$ cat config.mk
export PLATFORM = sky130hd
export DESIGN_NAME = fetch_stage
export DESIGN_NICKNAME = d
export VERILOG_FILES = /design/src/rtl/fetch_stage_pkg.sv /design/src/rtl/fetch_fifo.sv /design/src/rtl/fetch_stage.sv
export SDC_FILE = /design/constraint.sdc
export NUM_CORES = 1
export LEC_CHECK = 0
export CORE_ASPECT_RATIO = 1.2
export CORE_MARGIN = 3
export CORE_UTILIZATION = 47
export CTS_CLUSTER_DIAMETER = 200
export DETAILED_ROUTE_END_ITERATION = 7
export PLACE_DENSITY = 0.77
export SETUP_SLACK_MARGIN = 0.2
export SLEW_MARGIN = 10
export SYNTH_ARGS = -nofsm -noshare
export SYNTH_HDL_FRONTEND = slang
export SYNTH_SLANG_ARGS = --single-unit
export TNS_END_PERCENT = 30
$ cat constraint.sdc
create_clock -name clk_i -period 8.8 [get_ports clk_i]
set_clock_uncertainty 0.2 [all_clocks]
set_input_delay 1.32 -clock clk_i [delete_from_list [all_inputs] [get_ports clk_i]]
set_output_delay 1.32 -clock clk_i [all_outputs]
set_load 0.01 [all_outputs]
$ cat src/rtl/fetch_stage_pkg.sv
`timescale 1ns/1ps
`default_nettype none
// ============================================================================
//  Module   : fetch_stage_pkg
//  Purpose  : Shared constants and the instruction-buffer entry type.
//  Revision : 1.0 - initial release
// ============================================================================
package fetch_stage_pkg;

    localparam logic [31:0] INST_NOP     = 32'h0000_0013;
    localparam logic [31:0] RESET_VECTOR = 32'h0000_0000;

    typedef struct packed {
        logic [31:0] pc;
        logic [31:0] instr;
    } fetch_entry_t;

    function automatic logic [31:0] word_align(input logic [31:0] addr);
        return addr & 32'hFFFF_FFFC;
    endfunction

endpackage
`default_nettype wire

$ cat src/rtl/fetch_fifo.sv
`timescale 1ns/1ps
`default_nettype none
// ============================================================================
//  Module   : fetch_fifo
//  Purpose  : Synchronous FIFO of fetch entries; flush wins over push.
//  Revision : 1.0 - initial release
// ============================================================================
module fetch_fifo
    import fetch_stage_pkg::*;
#(
    parameter int DEPTH = 2
) (
    input  logic                     clk_i,
    input  logic                     rst_i,
    input  logic                     push_i,
    input  fetch_entry_t             entry_i,
    input  logic                     pop_i,
    input  logic                     flush_i,
    output fetch_entry_t             entry_o,
    output logic                     full_o,
    output logic                     empty_o,
    output logic [$clog2(DEPTH):0]   count_o
);

    localparam int              PTR_W   = $clog2(DEPTH);
    localparam logic [PTR_W:0]  DEPTH_C = (PTR_W + 1)'(DEPTH);

    fetch_entry_t       mem_q [DEPTH];
    logic [PTR_W-1:0]   rd_ptr_q, rd_ptr_d;
    logic [PTR_W-1:0]   wr_ptr_q, wr_ptr_d;
    logic [PTR_W:0]     count_q,  count_d;
    logic               do_push;
    logic               do_pop;

    assign full_o  = (count_q == DEPTH_C);
    assign empty_o = (count_q == '0);
    assign count_o = count_q;
    assign entry_o = mem_q[rd_ptr_q];

    // A full FIFO still accepts a push when the head leaves in the same cycle.
    assign do_pop  = pop_i && !empty_o;
    assign do_push = push_i && (!full_o || do_pop);

    always_comb begin
        rd_ptr_d = rd_ptr_q;
        wr_ptr_d = wr_ptr_q;
        count_d  = count_q;
        if (flush_i) begin
            rd_ptr_d = '0;
            wr_ptr_d = '0;
            count_d  = '0;
        end else begin
            if (do_push) begin
                wr_ptr_d = wr_ptr_q + PTR_W'(1);
            end
            if (do_pop) begin
                rd_ptr_d = rd_ptr_q + PTR_W'(1);
            end
            case ({do_push, do_pop})
                2'b10:   count_d = count_q + (PTR_W + 1)'(1);
                2'b01:   count_d = count_q - (PTR_W + 1)'(1);
                default: count_d = count_q;
            endcase
        end
    end

    always_ff @(posedge clk_i) begin
        if (rst_i) begin
            rd_ptr_q <= '0;
            wr_ptr_q <= '0;
            count_q  <= '0;
        end else begin
            rd_ptr_q <= rd_ptr_d;
            wr_ptr_q <= wr_ptr_d;
            count_q  <= count_d;
        end
    end

    always_ff @(posedge clk_i) begin
        if (do_push && !flush_i) begin
            mem_q[wr_ptr_q] <= entry_i;
        end
    end

endmodule
`default_nettype wire

$ cat src/rtl/fetch_stage.sv
`timescale 1ns/1ps
`default_nettype none
// ============================================================================
//  Module   : fetch_stage
//  Purpose  : Sequential instruction fetch with credit-limited requests,
//             response buffering and redirect-driven flush/drop.
//  Revision : 1.0 - initial release
// ============================================================================
module fetch_stage
    import fetch_stage_pkg::*;
#(
    parameter logic [31:0] RESET_PC   = RESET_VECTOR,
    parameter int          FIFO_DEPTH = 2
) (
    input  logic         clk_i,
    input  logic         rst_i,
    output logic         imem_req_o,
    output logic [31:0]  imem_addr_o,
    input  logic         imem_gnt_i,
    input  logic         imem_rvalid_i,
    input  logic [31:0]  imem_rdata_i,
    input  logic         redirect_i,
    input  logic [31:0]  redirect_pc_i,
    output logic         instr_valid_o,
    input  logic         instr_ready_i,
    output logic [31:0]  instr_o,
    output logic [31:0]  pc_o
);

    localparam int              CNT_W   = $clog2(FIFO_DEPTH) + 1;
    localparam logic [CNT_W:0]  CREDITS = (CNT_W + 1)'(FIFO_DEPTH);

    logic [31:0]        fetch_pc_q, fetch_pc_d;
    logic [31:0]        resp_pc_q,  resp_pc_d;
    logic [CNT_W-1:0]   outstanding_q, outstanding_d;
    logic [CNT_W-1:0]   drop_q, drop_d;

    logic [CNT_W-1:0]   fifo_count;
    logic               fifo_full;
    logic               fifo_empty;
    logic               fifo_push;
    logic               fifo_pop;
    fetch_entry_t       fifo_wdata;
    fetch_entry_t       fifo_head;

    logic [CNT_W:0]     in_use;
    logic               req_fire;
    logic [31:0]        redirect_target;
    logic [CNT_W-1:0]   rvalid_ext;

    // Every issued request already owns a FIFO slot, so responses never stall.
    assign in_use          = {1'b0, outstanding_q} + {1'b0, fifo_count};
    assign imem_req_o      = !rst_i && !redirect_i && (in_use < CREDITS);
    assign imem_addr_o     = rst_i ? RESET_PC : fetch_pc_q;
    assign req_fire        = imem_req_o && imem_gnt_i;
    assign redirect_target = word_align(redirect_pc_i);
    assign rvalid_ext      = {{(CNT_W-1){1'b0}}, imem_rvalid_i};

    assign fifo_push  = imem_rvalid_i && !rst_i && !redirect_i && (drop_q == '0);
    assign fifo_wdata = '{pc: resp_pc_q, instr: imem_rdata_i};

    assign instr_valid_o = !rst_i && !redirect_i && !fifo_empty;
    assign fifo_pop      = instr_valid_o && instr_ready_i;
    assign instr_o       = (rst_i || fifo_empty) ? INST_NOP : fifo_head.instr;
    assign pc_o          = (rst_i || fifo_empty) ? 32'h0     : fifo_head.pc;

    always_comb begin
        fetch_pc_d    = fetch_pc_q;
        resp_pc_d     = resp_pc_q;
        outstanding_d = outstanding_q;
        drop_d        = drop_q;

        case ({req_fire, imem_rvalid_i})
            2'b10:   outstanding_d = outstanding_q + CNT_W'(1);
            2'b01:   outstanding_d = outstanding_q - CNT_W'(1);
            default: outstanding_d = outstanding_q;
        endcase

        if (redirect_i) begin
            fetch_pc_d = redirect_target;
            resp_pc_d  = redirect_target;
            // Whatever is still in flight after this cycle belongs to the old path.
            drop_d     = outstanding_q - rvalid_ext;
        end else begin
            if (req_fire) begin
                fetch_pc_d = fetch_pc_q + 32'd4;
            end
            if (imem_rvalid_i) begin
                if (drop_q != '0) begin
                    drop_d = drop_q - CNT_W'(1);
                end else begin
                    resp_pc_d = resp_pc_q + 32'd4;
                end
            end
        end
    end

    always_ff @(posedge clk_i) begin
        if (rst_i) begin
            fetch_pc_q    <= RESET_PC;
            resp_pc_q     <= RESET_PC;
            outstanding_q <= '0;
            drop_q        <= '0;
        end else begin
            fetch_pc_q    <= fetch_pc_d;
            resp_pc_q     <= resp_pc_d;
            outstanding_q <= outstanding_d;
            drop_q        <= drop_d;
        end
    end

    fetch_fifo #(
        .DEPTH   (FIFO_DEPTH)
    ) u_fifo (
        .clk_i   (clk_i),
        .rst_i   (rst_i),
        .push_i  (fifo_push),
        .entry_i (fifo_wdata),
        .pop_i   (fifo_pop),
        .flush_i (redirect_i),
        .entry_o (fifo_head),
        .full_o  (fifo_full),
        .empty_o (fifo_empty),
        .count_o (fifo_count)
    );

    a_no_orphan_rvalid: assert property (@(posedge clk_i) disable iff (rst_i)
        imem_rvalid_i |-> (outstanding_q != '0));

    a_drop_bounded: assert property (@(posedge clk_i) disable iff (rst_i)
        drop_q <= outstanding_q);

    a_credit_bounded: assert property (@(posedge clk_i) disable iff (rst_i)
        in_use <= CREDITS);

    a_push_fits: assert property (@(posedge clk_i) disable iff (rst_i)
        fifo_push |-> (!fifo_full || fifo_pop));

endmodule
`default_nettype wire

==> impl_metrics.tcl, run 1 <==
set metrics [dict create \
    ctsLongestPathBuffers 2 \
    slew_headroom 0.272 \
    place_ws_ns 3.93 \
    holdBufCountCts 0 \
    grt_max_degree 77 \
    htreeDepth 4 \
    synth_top_area_share 0.421 \
    hold_viol_final 0 \
    pin_count 168 \
    syn_area_sq_um 8850 \
    status "completed" \
    ys_seq_area_frac 0.577 \
    rsz0062_at_grt "false" \
    grt_overflow_total 0 \
    ys_ff_latch 193 \
    die_area_sq_um 20500 \
    netSwitchingPower_uw 462 \
    drtPass1Iterations 7 \
    clk_latency_ns 0.43 \
    grt.total_usage 0.198 \
    syn_avg_cell_area_sq_um 11.4 \
    grt_pass1_vias 6419 \
    yosys_warnings 0 \
    pwr-share-seq 0.523 \
    syn_to_final_growth_pct 26.8 \
    worst-path-max-fanout 61 \
    rows 54 \
    finalSetupTns_ns 0 \
    irDropWorstVdd_v 0.000127 \
    final_common_cell "clkdlybuf4s50_1" \
    utilization 0.612 \
    clk_pin_slew_ns 0.07 \
    drc 0 \
    dp_hpwl_um 13300 \
    gp_congestion 0.845 \
    ys_types 60 \
    finalCritPeriodShare 0.554 \
    postSynthCellCount 778 \
    cts_buffers 17 \
    critical_path_class "primary input to primary output" \
    drt_iter0_drc 505 \
    cp.required_ns 7.28 \
    ys.flop_type "edfxtp_1" \
    dr_total_vias 6580 \
    cts_setup_buffers 0 \
    ant_nets 0 \
    coreArea_sq_um 18300 \
    avgViaCountPerCell 5.59 \
    p_clk_frac 0.382 \
    die_w_um 131 \
    insertedDiodeCount 0 \
    grt_pass1_wl_um 32800 \
    cts_root_buf "clkbuf_16" \
    final_area_sq_um 11200 \
    timing.final.crit_period_ns 4.88 \
    p_sw_frac 0.233 \
    die_height_um 156 \
    worst_slew_pin_slew_ns 1.09 \
    cts_tree "built" \
    final_cell_mix "160 x clkdlybuf4s50_1, 124 x edfxtp_1, 81 x nor2_1" \
    grt_antenna_before_repair 0 \
    p_comb_frac 0.095 \
    totalWireLength_um 20100 \
    worstPathArrival_ns 3.36 \
    dpl_cell_area_sq_um 10600 \
    ys_async_sr_fraction 0 \
    drv_slew 0 \
    cts_resized 0 \
    max_freq_mhz 205 \
    avgRoutedWirePerCell_um 17.1 \
    synth.area.top_cells "edfxtp_1 42%, dfxtp_1 16%, mux2i_1 7.0%, nor2_1 3.4%, xnor2_1 2.2%" \
    start_util 0.483 \
    p_per_area_nw_per_um2 176 \
    p_leak_nw 3.49 \
    hold_class "flip-flop to flip-flop" \
    fin_hold_ws_ns 0.314 \
    fin_ws_ns 3.92 \
    synth-edff-count 124 \
    nNetsFinal 989 \
    yosysTopAreaCell "edfxtp_1" \
    io_buffers 161 \
    drive_gt1_frac 0.0626 \
    finalSetupViolCount 0 \
    cap_viol_max_count 0 \
    critPathCaptureType "primary output" \
    cts.sinks 193 \
    power.internal_mw 1.52 \
    start_kind "primary input" \
]
[worst paths after layout]
check,start,to,slack (ns),depth (start not counted)
min,resp_pc_q[16],u_fifo.mem_q[1][48],0.31,0
min reg2reg,resp_pc_q[16],u_fifo.mem_q[1][48],0.31,0
max,rst_i,pc_o[12],3.92,6
max reg2reg,u_fifo.count_o[0],outstanding_q[1],5.19,8
[cells by family after synthesis]
| logic type | Yosys count | synth area share |
|---|---|---|
| other | 1 | 0.000424 |
| DFF | 193 | 0.577 |
| xor gates and xnor gates | 27 | 0.0267 |
| and+or+nand+nor | 285 | 0.175 |
| AOI/OAI and AO/OA | 134 | 0.108 |
| buffers and inverters | 70 | 0.0331 |
| muxes | 62 | 0.0701 |
| adders and majority gates | 6 | 0.00933 |
[registers in the layout (all words and copies together), names as in the netlist, named ones only]
signal and count:
drop_q 2, fetch_pc_q 30, outstanding_q 2, resp_pc_q 30, u_fifo.count_o 2, u_fifo.mem_q 124
u_fifo.rd_ptr_q 1, u_fifo.wr_ptr_q 1
[cells in the mapped netlist (3+ instances only)]
cell and n:
nor2_1 81, buf_4 4, nand2b_1 3, a21boi_0 18, inv_1 14, o21a_1 14
xor2_1 5, ha_1 5, clkbuf_1 40, nand3_1 19, o31ai_1 10, nor4_1 17
o31a_1 5, a21oi_1 10, xnor2_1 22, and3_1 9, nor4b_1 3, or3_1 4
and4_1 11, nand2_1 30, buf_1 8, o21ai_0 19, and2_1 4, nor2b_1 29
o211ai_1 8, a311oi_1 8, or2_2 4, nand4_1 18, nor3_1 22, a31oi_1 13
edfxtp_1 124, dfxtp_1 69, or4_1 17, a211oi_1 15, mux2i_1 62
[per-stage QoR]
| stage | cells | power [mW] |
|---|---|---|
| 3_3_place_gp | 1146 | 1.23 |
| 3_5_place_dp | 1146 | 1.24 |
| 6_report | 1178 | 1.98 |
| 4_1_cts | 1178 | 2.00 |
| 2_1_floorplan | 781 | 1.15 |
| 5_1_grt | 1178 | 2.06 |
[power groups by stage]
stage          Clock, mW  Combinational [mW]  Sequential (mW)
6_report           0.756               0.187             1.04
2_1_floorplan          0               0.108             1.04
4_1_cts            0.773               0.188             1.03
3_3_place_gp           0               0.183             1.05
3_5_place_dp           0               0.186             1.05
5_1_grt            0.809               0.207             1.04
[worst max-delay path: stages]
cell and delay (ns):
buf_2 0.07, buf_4 0.48, o21bai_4 0.23, buf_4 0.54
nor2_1 0.12, clkdlybuf4s50_1 0.55
[final cells by class]
class                   instances  area, sq um
clock buffers                  18          429
flip-flops and latches        193         5110
clock inverters                14          156
multi-input cells             518         3490
fillers                      1490         7100
well taps                     252          315
inverters                      16         60.1
repair buffers                167         1650
[routing by layer]
metal  share of wire  routed length, um  up-vias  global-route usage
met2            0.49               9830      230               0.334
met4           0.025                504        0              0.0870
met3           0.054               1100       32              0.0370
met5               0                  0        -                   0
met1            0.43               8690     3122               0.253
li1                -                  -     3196                   -
Note: power is estimated with default switching activity, not from simulation.
==> inputs of run 2 (changes only) <==
==> constraint.sdc (replaced) <==
create_clock -name clk_i -period 4.01 [get_ports clk_i]
set_clock_uncertainty 0.2 [all_clocks]
set_input_delay 0.6015 -clock clk_i [delete_from_list [all_inputs] [get_ports clk_i]]
set_output_delay 0.6015 -clock clk_i [all_outputs]
set_load 0.01 [all_outputs]
==> run 2 against run 1 <==
Against the previous run: first-iteration DRC count is 17% lower; utilization is 0.90 points higher; setup slack worse by 3.3 ns; non-clock buffer count is 9 higher; sequential share of layout area is 0.66 points lower; combinational power is 130% higher; routed wire length is 0.73% lower.
==> impl_metrics.tcl, run 2 (same netlist as run 1, synthesis figures left out) <==
set metrics [dict create \
    cap_viol_max_count 0 \
    start_util 0.483 \
    irDropWorstVdd_v 0.000336 \
    finalSetupTns_ns 0 \
    drt_iter0_drc 418 \
    dp_hpwl_um 13700 \
    rows 54 \
    die_area_sq_um 20500 \
    slew_headroom 0.468 \
    rr_worst_depth 9 \
    drive_gt1_frac 0.0738 \
    io_buffers 161 \
    fin_hold_ws_ns 0.291 \
    grt_pass1_vias 6391 \
    netSwitchingPower_mw 1.02 \
    finalSetupViolCount 0 \
    dr_total_vias 6554 \
    cts_tree "built" \
    rsz0062_at_grt "false" \
    die_w_um 131 \
    fillerInstances 1447 \
    coreArea_sq_um 18300 \
    die_height_um 156 \
    place_ws_ns 0.819 \
    multi_input_area_sq_um 3500 \
    p_clk_frac 0.398 \
    timing.final.crit_period_ns 3.36 \
    cts_buffers 17 \
    holdPathStages 0 \
    grt.total_usage 0.195 \
    final_common_cell "clkdlybuf4s50_1" \
    htreeDepth 4 \
    holdBufCountCts 0 \
    clk_latency_ns 0.43 \
    final_cell_mix "160 x clkdlybuf4s50_1, 124 x edfxtp_1, 81 x nor2_1" \
    status "completed" \
    cts_resized 0 \
    pwr-share-seq 0.508 \
    worst_slew_pin_slew_ns 0.791 \
    p_sw_frac 0.228 \
    worstPathArrival_ns 2.56 \
    clk_pin_slew_ns 0.06 \
    ant_nets 0 \
    cts_root_buf "clkbuf_16" \
    p_comb_frac 0.094 \
    grt_pass1_wl_um 32100 \
    max_freq_mhz 297 \
    grt_max_degree 63 \
    syn_to_final_growth_pct 28.6 \
    top_register "u_fifo.mem_q" \
    drc 0 \
    start_kind "flip-flop" \
    hold_viol_final 0 \
    cp.required_ns 3.21 \
    power.internal_mw 3.46 \
    instances_no_fill 1187 \
    critical_path_class "flip-flop to primary output" \
    worst-path-max-fanout 31 \
    grt_overflow_total 0 \
    nNetsFinal 998 \
    p_per_area_nw_per_um2 393 \
    drv_slew 0 \
    avgRoutedWirePerCell_um 16.8 \
    fin_ws_ns 0.647 \
    grt_antenna_before_repair 0 \
    pin_count 168 \
    ctsLongestPathBuffers 2 \
    largestRegisters "u_fifo.mem_q: 124 flops, fetch_pc_q: 30 flops, resp_pc_q: 30 flops" \
    insertedDiodeCount 0 \
    ff_latch_area_sq_um 5110 \
    totalPowerFinal_mw 4.47 \
    drtPass1Iterations 5 \
    place_inst 1155 \
    gp_congestion 0.813 \
    largest_reg_flops 124 \
    avgViaCountPerCell 5.52 \
    hold_class "flip-flop to flip-flop" \
    finalCritPeriodShare 0.839 \
    totalWireLength_um 20000 \
    critPathCaptureType "primary output" \
    cts.sinks 193 \
    cts_setup_buffers 0 \
    p_leak_nw 3.58 \
]
-- run 2: cell types whose count changed in the layout (fill, tap and decap cells not counted), sizes merged --
cell | previous run | this run
inv | 19 | 20
bufinv | 2 | 3
clkinvlp | 5 | 3
buf | 7 | 16
clkinv | 4 | 3
clkbuf | 18 | 19
-- run 2: final timing paths --
path                                        start                  end  slack (ns)
worst min-delay path                resp_pc_q[31]  u_fifo.mem_q[0][63]        0.29
worst max register to register  u_fifo.count_o[0]     outstanding_q[1]        0.80
worst max-delay path            u_fifo.count_o[1]              pc_o[3]        0.65
worst min register to register      resp_pc_q[31]  u_fifo.mem_q[0][63]        0.29
-- run 2: area by class of cell --
class                   count  share of cell area
flip-flops and latches    193               0.449
multi-input cells         518               0.308
repair buffers            176               0.154
clock buffers              19              0.0408
well taps                 252              0.0277
clock inverters            13              0.0148
inverters                  16             0.00528
-- run 2: power groups by stage --
stage / sequential [mW] / combinational (mW) / clock (mW)
finish: 2.27 / 0.422 / 1.78
global route: 2.28 / 0.464 / 1.90
detailed placement: 2.31 / 0.422 / 0
floorplan: 2.29 / 0.242 / 0
global placement: 2.31 / 0.415 / 0
CTS: 2.27 / 0.425 / 1.81
-- run 2: through the flow --
stage,utilization,instance area [sq um]
global placement,0.587,10700
finish,0.621,11400
floorplan,-,8920
detailed placement,0.587,10700
CTS,0.621,11400
global route,0.621,11400
-- run 2: layer usage --
layer / wire [um] / track usage / vias to the layer above
li1: - / - / 3215
met2: 9500 / 0.323 / 220
met4: 676 / 0.0890 / 0
met1: 8610 / 0.251 / 3080
met5: 0 / 0 / -
met3: 1180 / 0.0379 / 39
-- run 2: worst max-delay path: stages, from the launching register on --
cell,delay [ns]
dfxtp_1,0.40
o21bai_4,0.66
buf_4,0.44
nor2_1,0.10
clkdlybuf4s50_1,0.52
